## src/rtl/scan_chain_rx.sv

```systemverilog
// Scan-chain frame receiver: samples an asynchronous two-phase scan interface on clk,
// assembles MSB-first frames and presents them as a right-aligned word with status flags.
module scan_chain_rx #(
  parameter int NTX_BITS      = 78,
  parameter int TX_BITS_WIDTH = 128,
  parameter int BIT_CNT_WIDTH = 7,
  parameter int TIMEOUT_CYC   = 1024
) (
  input  logic                     clk,
  input  logic                     reset_n,
  input  logic                     scan_id,
  input  logic                     scan_phi,
  input  logic                     scan_phi_bar,
  input  logic                     scan_data_in,
  input  logic                     scan_load_chip,
  output logic [TX_BITS_WIDTH-1:0] rx_bits,
  output logic                     rx_valid,
  output logic [BIT_CNT_WIDTH-1:0] rx_nbits,
  output logic                     len_err,
  output logic                     ovl_err,
  output logic                     timeout,
  output logic [15:0]              frame_cnt,
  output logic [1:0]               rx_state
);

  localparam int TCNT_W = $clog2(TIMEOUT_CYC + 1);
  localparam logic [BIT_CNT_WIDTH-1:0] NTX = BIT_CNT_WIDTH'(NTX_BITS);

  typedef enum logic [1:0] {
    IDLE  = 2'b00,
    SHIFT = 2'b01,
    LOAD  = 2'b10,
    ABORT = 2'b11
  } state_t;

  state_t                   state, state_nxt;
  logic [1:0]               rst_pipe;
  logic                     rst_n_int;
  logic [4:0]               sync1, sync2;
  logic [1:0]               dly;
  logic                     id_s, phi_s, phib_s, data_s, load_s;
  logic                     phi_rise, load_rise;
  logic [TX_BITS_WIDTH-1:0] shreg, mask;
  logic [BIT_CNT_WIDTH-1:0] bit_cnt;
  logic                     sat, ovl;
  logic [TCNT_W-1:0]        tcnt;
  logic                     tmo_hit, enter_shift;

  // Reset asserts immediately but releases only on a clk edge.
  always_ff @(posedge clk or negedge reset_n) begin
    if (!reset_n) rst_pipe <= 2'b00;
    else          rst_pipe <= {rst_pipe[0], 1'b1};
  end
  assign rst_n_int = rst_pipe[1];

  always_ff @(posedge clk or negedge rst_n_int) begin
    if (!rst_n_int) begin
      sync1 <= '0;
      sync2 <= '0;
      dly   <= '0;
    end else begin
      sync1 <= {scan_id, scan_phi, scan_phi_bar, scan_data_in, scan_load_chip};
      sync2 <= sync1;
      dly   <= {sync2[3], sync2[0]};
    end
  end

  assign id_s      = sync2[4];
  assign phi_s     = sync2[3];
  assign phib_s    = sync2[2];
  assign data_s    = sync2[1];
  assign load_s    = sync2[0];
  assign phi_rise  = phi_s & ~dly[1];
  assign load_rise = load_s & ~dly[0];

  // The counter lands on TIMEOUT_CYC-1 on the same edge that enters ABORT.
  assign tmo_hit = (state == SHIFT) && !phi_rise && (bit_cnt != '0) &&
                   (tcnt == TCNT_W'(TIMEOUT_CYC - 2));

  always_comb begin
    state_nxt = state;
    unique case (state)
      IDLE:    if (id_s) state_nxt = SHIFT;
      SHIFT: begin
        if (!id_s)          state_nxt = IDLE;
        else if (load_rise) state_nxt = LOAD;
        else if (tmo_hit)   state_nxt = ABORT;
      end
      LOAD:    state_nxt = id_s ? SHIFT : IDLE;
      ABORT:   state_nxt = IDLE;
      default: state_nxt = IDLE;
    endcase
  end

  assign enter_shift = (state_nxt == SHIFT) && (state != SHIFT);

  always_ff @(posedge clk or negedge rst_n_int) begin
    if (!rst_n_int) state <= IDLE;
    else            state <= state_nxt;
  end

  // A phi rise coinciding with the load rise is still shifted into this frame.
  always_ff @(posedge clk or negedge rst_n_int) begin
    if (!rst_n_int) begin
      shreg   <= '0;
      bit_cnt <= '0;
      sat     <= 1'b0;
      ovl     <= 1'b0;
      tcnt    <= '0;
    end else if (enter_shift) begin
      shreg   <= '0;
      bit_cnt <= '0;
      sat     <= 1'b0;
      ovl     <= 1'b0;
      tcnt    <= '0;
    end else if (state == SHIFT) begin
      if (phi_rise) begin
        shreg <= {shreg[TX_BITS_WIDTH-2:0], data_s};
        tcnt  <= '0;
        if (bit_cnt == '1) sat <= 1'b1;
        else               bit_cnt <= bit_cnt + 1'b1;
      end else if (bit_cnt != '0) begin
        tcnt <= tcnt + 1'b1;
      end
      if (phi_s && phib_s) ovl <= 1'b1;
    end
  end

  always_comb begin
    mask = '0;
    for (int i = 0; i < TX_BITS_WIDTH; i++) mask[i] = (i < int'(bit_cnt));
  end

  // rx_valid is a one-cycle pulse with no ready: the frame fields change only
  // together with that pulse and hold until the next one.
  always_ff @(posedge clk or negedge rst_n_int) begin
    if (!rst_n_int) begin
      rx_bits   <= '0;
      rx_valid  <= 1'b0;
      rx_nbits  <= '0;
      len_err   <= 1'b0;
      ovl_err   <= 1'b0;
      frame_cnt <= '0;
    end else begin
      rx_valid <= (state == LOAD);
      if (state == LOAD) begin
        rx_bits   <= shreg & mask;
        rx_nbits  <= bit_cnt;
        len_err   <= sat || (bit_cnt != NTX);
        ovl_err   <= ovl;
        frame_cnt <= frame_cnt + 16'd1;
      end
    end
  end

  assign timeout  = (state == ABORT);
  assign rx_state = state;

endmodule

```

## config.mk

```make
export PLATFORM = sky130hd
export DESIGN_NAME = scan_chain_rx
export DESIGN_NICKNAME = d
export VERILOG_FILES = /design/src/rtl/scan_chain_rx.sv
export SDC_FILE = /design/constraint.sdc
export NUM_CORES = 1
export LEC_CHECK = 0
export CAP_MARGIN = 25
export CORE_MARGIN = 2
export CORE_UTILIZATION = 50
export CTS_CLUSTER_SIZE = 14
export DETAILED_ROUTE_END_ITERATION = 6
export PLACE_DENSITY_LB_ADDON = 0.12
export SKIP_LAST_GASP = 1
export SYNTH_ARGS = -nofsm -noshare
export SYNTH_HDL_FRONTEND = slang
export SYNTH_SLANG_ARGS = --single-unit
```

## constraint.sdc

```tcl
create_clock -name clk -period 13.6 [get_ports clk]
set_input_delay 4.08 -clock clk [delete_from_list [all_inputs] [get_ports clk]]
set_output_delay 4.08 -clock clk [all_outputs]
set_load 0.01 [all_outputs]
```

=== Yosys cells after proc, flatten, opt, wreduce, memory -nomap -nowiden ===
Index checks and enable logic that the tools add are counted.

* Flip-flop bits (word level): 318
* Output and inout bits: 157
* Word-level logic and storage cells: 203

* Add/subtract/negate cells: 3
* Reduce and logical (&&, ||, !) cells: 19
* Mux-type cells: 24
* Bitwise gates (word level): 5
* Order comparisons: 127
* Equal/unequal tests: 9

{| class="wikitable"
|+ Operators with widths
! operator !! count
|-
| 7-bit < comparator (first input constant) || 63
|-
| 128-bit two-way mux || 3
|-
| 6-bit by 7-bit < comparator with 1-bit output (first input constant) || 32
|-
| 128-bit by 127-bit bitwise AND with 128-bit output || 1
|-
| 5-bit by 7-bit < comparator with 1-bit output (first input constant) || 16
|-
| 4-bit by 7-bit < comparator with 1-bit output (first input constant) || 8
|-
| 11-bit two-way mux || 4
|-
| 3-bit by 7-bit < comparator with 1-bit output (first input constant) || 4
|-
| 7-bit two-way mux || 4
|-
| 16-bit by 1-bit adder with 16-bit output (second input constant) || 1
|-
| 1-bit by 7-bit < comparator with 1-bit output (first input constant) || 2
|-
| 2-bit by 7-bit < comparator with 1-bit output (first input constant) || 2
|-
| 11-bit by 1-bit adder with 11-bit output (second input constant) || 1
|-
| 11-bit by 10-bit equality test with 1-bit output (second input constant) || 1
|-
| 1-bit two-way mux || 8
|-
| 2-bit two-way mux || 4
|-
| 2-bit case mux with 4 select lines || 1
|-
| 2-bit nonzero test || 4
|-
| 7-bit by 1-bit adder with 7-bit output (second input constant) || 1
|-
| 7-bit equality test (second input constant) || 1
|-
| 7-bit != test (second input constant) || 1
|-
| 7-bit nonzero test || 1
|-
| 2-bit AND reduction || 3
|-
| 3-bit AND reduction || 2
|-
| 11 further kinds || 19
|}

=== Logic depth before layout (Yosys ltp) ===
Gate-level depths: netlist of run 1.

* Word-level depth: 14
* Mapped depth: 8
* Depth with buffers taken out: 6

=== Least setup slack after synthesis of run 1 ===
Ideal clock, no wire load.

* Path type: reg2out
* From: register state[0] (netlist: rx_state[0])
* To: output port timeout
* Stages on the path, launching flop included: 2
* Path buffers: 0
* Setup slack: 8,845 ps
* Data arrival time: 675 ps
* Path through: dfrtp_1 and2_1

* Word-level cells in the longest chain between the ends: 1

{| class="wikitable"
|+ Ends and longest elaborated chain
! element !! RTL line !! source
|-
| from (decl) || 36 || <nowiki>state_t state, state_nxt;</nowiki>
|-
| from (signal assigned) || 99 || <nowiki>else state <= state_nxt;</nowiki>
|-
| 2-bit equality test || 156 || <nowiki>assign timeout = (state == ABORT);</nowiki>
|-
| to (decl) || 21 || <nowiki>output logic timeout,</nowiki>
|}

No other way between the ends.

=== Worst setup path after layout of run 1 ===
Ends and elaborated chain as after synthesis.

==> metrics.md, run 1 <==
| Metric | Value |
|---|---|
| Status | completed |
| Initial antenna violation count | 0 |
| Die Span Y | 166 um |
| WS Path Type | register to output port |
| Core Box Area | 25900 sq um |
| Vias in the first global route | 10164 |
| Total power | 2.09 mW |
| Critical path origin | rx_state[0] |
| Post-Place Setup Slack | 8300 ps |
| Layout area overhead | 22.6% |
| I/O pin count | 164 |
| Synthesized flop and latch total | 316 |
| Cts bufs inserted | 35 |
| Via density | 5.75 |
| Warnings from Yosys | 0 |
| Yosys top cell by area | dfrtp_1 |
| Static leakage | 7.62 nW |
| Final period util | 0.428 |
| Net Switching | 0.518 mW |
| Post-synth EDFFs | 0 |
| Final Hold Viols | 0 |
| Grt ovf | 0 |
| Hold Path Class | register to asynchronous set/reset pin |
| Worst-Margin Slew | 1030 ps |
| Clock skew | 19.2 ps |
| Mapped Nets | 1323 |
| Clock share of power | 0.443 |
| PD cells | 130 nW/um^2 |
| CP endpoint kind | output port |
| Startpoint types | register |
| Row count | 59 |
| Sw frac | 0.247 |
| Via Count | 10275 |
| Sum Neg Setup Slack | 0 ps |
| Critical Path End | timeout |
| Cts repair resizes | 0 |
| Commonest non-fill, non-tap cell in the layout | nand2_1 |
| Post-synthesis average cell area | 10.0 sq um |
| Relative slew margins | 0.312 |
| Endpoints failing setup | 0 |
| Worst hold slack | 254 ps |
| Dominant cells by area after synthesis | dfrtp_1 60%, nand2_1 12%, nand3_1 5.8% |
| Clk buf depth | 3 |
| Worst R2R Setup Slack | 10690 ps |
| Cts hold-fix bufs | 0 |
| Netlist Area Pre-Place | 13100 sq um |
| Die area | 27500 sq um |
| CTS tree | built |
| Cells on worst reg2reg path | 6 |
| Ys flop type | dfrtp_1 |
| RR Startpoint | rx_state[1] |
| Clock-pin slew on the worst setup and hold paths | 60 ps |
| Tot GR Track Use | 0.252 |
| Worst EP arrival | 1740 ps |
| Comb pwr share | 0.088 |
| First-pass GRT wire length | 56300 um |
| Initial DRC Count | 894 |
| N_diodes | 0 |
| Max capacitance violation total | 0 |
| Most frequent cells in the layout | 417 x nand2_1, 315 x dfrtp_1, 162 x clkdlybuf4s50_1 |
| CP Max Fanout | 11 |
| Final min period | 5820 ps |
| Post-synthesis cell type count | 64 |
| Fmax | 0.172 GHz |
| Clock Sinks | 316 |
| Total Routed Length | 34600 um |
| Share of layout cells above drive strength 1 | 0.0634 |
| Final #Nets | 1444 |
| Async S/R FF share, synth | 1.00 |
| Clk_lat worst skew | 510 ps |
| Dpl hpwl | 21100 um |
| Post-synthesis sequential area ratio | 0.603 |
| Die width | 166 um |
| Largest net degree at the start of global routing | 95 |
| Post-CTS Setup Bufs | 0 |
| FF-to-FF End | shreg[123] |
| Cells after synthesis | 1310 |
| H-tree level count | 2 |
| Post-DR wirelength/cell | 19.4 um |
| RSZ-0062 raised after global routing | false |
| Register share of total power | 0.468 |
| RePlAce Congestion | 0.802 |
| Max-slew violation count | 0 |
| Fill count | 2161 |
| Worst setup margin | 7780 ps |
| CTS root buf | clkbuf_16 |
| Drt pass-1 iters | 5 |
| Yosys top cell area share | 0.603 |
| PortBufs | 162 |
| WP data required | 9520 ps |
| Antenna viol nets, final | 0 |
| Initial core utilization | 0.506 |
| Int Power | 1.57 mW |
| DRC viols | 0 |
| VDD IR-drop max | 0.000123 V |
-- Yosys cell counts, drive strengths merged (2+ instances only) --
master,count
nor3,5
a21o,2
nor2,30
xnor2,10
nor4b,2
a22o,11
or4,6
ha,6
or3,9
conb,2
and3,5
nor3b,5
a32o,72
dfrtp,316
nand4,5
o21a,2
clkbuf,48
or2,8
o311ai,2
and4,2
a31oi,3
nand2b,9
nor2b,3
o211ai,3
nor4,2
nand3,151
o21ai,52
a21oi,18
o22ai,2
buf,48
inv,8
nand3b,3
and2,7
xor2,6
o2111ai,14
nand2,417
o31ai,6
-- sequential cells by signal (all words and copies together) (netlist names) --
signal and flops:
sat 1, rx_nbits 7, shreg 127, rx_bits 127
frame_cnt 16, dly 2, sync1 5, bit_cnt 7
len_err 1, rx_state 2, sync2 5, rst_pipe 2
rx_valid 1, tcnt 11, ovl 1, ovl_err 1
-- routing by layer --
metal | global-route usage | up-vias | wire [um]
met5 | 0 | - | 0
met4 | 0.0718 | 0 | 779
met3 | 0.0446 | 58 | 2220
met2 | 0.387 | 354 | 15700
met1 | 0.372 | 5099 | 15900
li1 | - | 4764 | -
-- power by group through the flow --
stage	logic (mW)	registers (mW)	clock network, mW
after global placement	0.182	0.995	0
after floorplan	0.0959	1.00	0
after CTS	0.183	0.980	0.944
after global routing	0.200	0.983	0.983
after detailed placement	0.182	0.997	0
final	0.185	0.980	0.928
-- layout make-up --
cell class	count	area, sq um	area share
flip-flops and latches	316	7910	0.492
multi-input cells	890	4770	0.297
repair buffers	180	1810	0.113
clock buffers	54	1050	0.0653
well taps	335	419	0.0261
clock inverters	4	70.1	0.00436
inverters	8	30.0	0.00187
-- stage by stage --
step / util / instance area (sq um) / std cells
2_1_floorplan: - / 13100 / 1310
3_3_place_gp: 0.573 / 14900 / 1725
3_5_place_dp: 0.574 / 14900 / 1726
4_1_cts: 0.617 / 16000 / 1784
5_1_grt: 0.620 / 16100 / 1787
6_report: 0.620 / 16100 / 1787
-- worst max-delay path: stages, from the launching register on --
cell and delay, ps:
dfrtp_1 530, and2_1 180, clkdlybuf4s50_1 520
-- worst min-delay path by stage --
stage                     cells past startpoint  slack (ps)   startpoint           to
after global routing                          0         290  rst_pipe[1]    shreg[49]
final                                         0         250  rst_pipe[1]    shreg[48]
after floorplan                               0         330  rst_pipe[0]  rst_pipe[1]
after global placement                        0         270  rst_pipe[1]    shreg[49]
after CTS                                     0         270  rst_pipe[1]    shreg[48]
after detailed placement                      0         270  rst_pipe[1]    shreg[50]
-- logic make-up after synthesis --
group	Yosys count	synth area share
xor gates and xnor gates	16	0.0107
DFF	316	0.603
and+or+nand+nor	674	0.229
other	2	0.000573
buffers and inverters	104	0.0349
adders and majority gates	6	0.00573
muxes	1	0.000764
AOI/OAI and AO/OA	191	0.115
Power figures use the tool's default switching activity.
==> run 2, diff against run 1 <==
==> constraint.sdc (replaced) <==
create_clock -name clk -period 5.4 [get_ports clk]
set_input_delay 1.62 -clock clk [delete_from_list [all_inputs] [get_ports clk]]
set_output_delay 1.62 -clock clk [all_outputs]
set_load 0.01 [all_outputs]
==> metrics.md, run 2 (synthesis results as in run 1) <==
| Metric | Value |
|---|---|
| Final period util | 0.627 |
| Busiest layer in global routing | met2 (unchanged) |
| Sum Neg Setup Slack | 0 ps (unchanged) |
| CP cell instances | and2_1, clkdlybuf4s50_1 (unchanged) |
| Antenna viol nets, final | 0 (unchanged) |
| Die width | 166 um (unchanged) |
| Dpl hpwl | 21200 um (was 21100 um) |
| Clock Sinks | 316 (unchanged) |
| Initial core utilization | 0.506 (unchanged) |
| Tot GR Track Use | 0.249 (was 0.252) |
| Vias in the first global route | 10039 (was 10164) |
| I/O pin count | 164 (unchanged) |
| RePlAce Congestion | 0.776 (was 0.802) |
| Worst-Margin Slew | 1060 ps (was 1030 ps) |
| CTS root buf | clkbuf_16 (unchanged) |
| Static leakage | 7.63 nW (was 7.62 nW) |
| Initial antenna violation count | 0 (unchanged) |
| Via Count | 10289 (was 10275) |
| Met2 Track Usage GR | 0.377 (was 0.387) |
| Final Util | 0.622 (was 0.620) |
| Final min period | 3390 ps |
| Cts bufs inserted | 35 (unchanged) |
| Post-DR wirelength/cell | 19.4 um (about the same) |
| Max-slew violation count | 0 (unchanged) |
| Cts repair resizes | 0 (unchanged) |
| CP Max Fanout | 9 (was 11) |
| Final #Nets | 1439 (was 1444) |
| CTS tree | built (unchanged) |
| Crit path max-delay family | buffers and inverters (was flip-flops) |
| VDD IR-drop max | 0.000266 V (was 0.000123 V) |
| N_diodes | 0 (unchanged) |
| Met1 Use GR | 0.371 (was 0.372) |
| CP endpoint kind | output port (unchanged) |
| FF/Latch Area | 7910 sq um (unchanged) |
| PD cells | 334 nW/um^2 (was 130 nW/um^2) |
| Cts hold-fix bufs | 0 (unchanged) |
| Row count | 59 (unchanged) |
| Worst hold slack | 140 ps (was 254 ps) |
| Slowest CP cell | clkdlybuf4s50_1 (was dfrtp_1) |
| Hold Path Class | register to asynchronous set/reset pin (unchanged) |
| Worst R2R Setup Slack | 2370 ps (was 10690 ps) |
| Largest net degree at the start of global routing | 185 (was 95) |
| Fmax | 0.295 GHz |
| Clk buf depth | 3 (unchanged) |
| Relative slew margins | 0.293 (was 0.312) |
| Met3 Usage GRT | 0.0465 (was 0.0446) |
| Biggest regs | rx_bits x127, shreg x127, frame_cnt x16 (unchanged) |
| CP Buf/Inv Count | 1 (unchanged) |
| Layout area overhead | 23.0% (was 22.6%) |
| PortBufs | 162 (unchanged) |
| Core Box Area | 25900 sq um (unchanged) |
| WS Path Type | register to output port (unchanged) |
| Status | completed (unchanged) |
| H-tree level count | 2 (unchanged) |
| Share of layout cells above drive strength 1 | 0.0662 (was 0.0634) |
| Clock skew | 16.4 ps (was 19.2 ps) |
| Post-CTS Setup Bufs | 0 (unchanged) |
| Drt pass-1 iters | 5 (unchanged) |
| Initial DRC Count | 871 (was 894) |
| WP data required | 3780 ps (was 9520 ps) |
| Final Hold Viols | 0 (unchanged) |
| Die Span Y | 166 um (unchanged) |
| Commonest non-fill, non-tap cell in the layout | nand2_1 (unchanged) |
| Max capacitance violation total | 0 (unchanged) |
| Fill count | 2183 (was 2161) |
| Worst EP arrival | 1770 ps (was 1740 ps) |
| Most frequent cells in the layout | 417 x nand2_1, 315 x dfrtp_1, 162 x clkdlybuf4s50_1 (unchanged) |
| RSZ-0062 raised after global routing | false (unchanged) |
| Startpoint types | register (unchanged) |
| Area of the multi-input gates | 4770 sq um (about the same) |
| Clk_lat worst skew | 510 ps (about the same) |
| Grt ovf | 0 (unchanged) |
| Largest stage delay on the critical path | 540 ps (was 530 ps) |
| DRC viols | 0 (unchanged) |
| Endpoints failing setup | 0 (unchanged) |
| Via density | 5.76 (was 5.75) |
| Die area | 27500 sq um (unchanged) |
| Clock-pin slew on the worst setup and hold paths | 60 ps (about the same) |
| Total Routed Length | 34600 um (about the same) |
| First-pass GRT wire length | 55800 um (was 56300 um) |
-- run 2: worst paths after layout --
| path | startpoint | to | depth (start not counted) |
|---|---|---|---|
| worst max-delay path | rx_state[1] | timeout | 2 |
| min in group clk | sync1[2] | sync2[2] | 0 |
| worst min-delay path | rst_pipe[1] | rx_bits[57] | 0 |
| worst max register to register | rx_state[0] | rx_bits[81] | 5 |
| max in group asynchronous | reset_n | rst_pipe[1] | 1 |
| worst min register to register | rst_pipe[1] | rx_bits[57] | 0 |
-- run 2: layout make-up --
| type | instances | share of cell area |
|---|---|---|
| clock inverters | 6 | 0.00629 |
| well taps | 335 | 0.0260 |
| clock buffers | 55 | 0.0684 |
| multi-input cells | 890 | 0.296 |
| repair buffers | 175 | 0.111 |
| inverters | 8 | 0.00186 |
| flip-flops and latches | 316 | 0.491 |
-- run 2: layer usage --
metal,routed length [um],vias to the layer above
met4,821,0
met3,2260,64
li1,-,4748
met5,0,-
met2,15800,354
met1,15800,5123
-- run 2: metrics by stage --
| step | worst slack [ps] | cell area, sq um | cells | power, mW |
|---|---|---|---|---|
| 2_1_floorplan | 230 | 13100 | 1310 | 2.77 |
| 3_3_place_gp | 2530 | 14900 | 1722 | 2.97 |
| 3_5_place_dp | 2360 | 14900 | 1723 | 2.98 |
| 4_1_cts | 1970 | 16100 | 1784 | 5.43 |
| 5_1_grt | 1930 | 16100 | 1785 | 5.57 |
| 6_report | 2010 | 16100 | 1785 | 5.38 |
-- run 2: power by group --
part | total (mW) | switching [mW] | internal, mW
logic | 0.465 | 0.333 | 0.132
clock network | 2.45 | 0.947 | 1.50
registers | 2.47 | 0.0636 | 2.41
total | 5.38 | 1.34 | 4.04
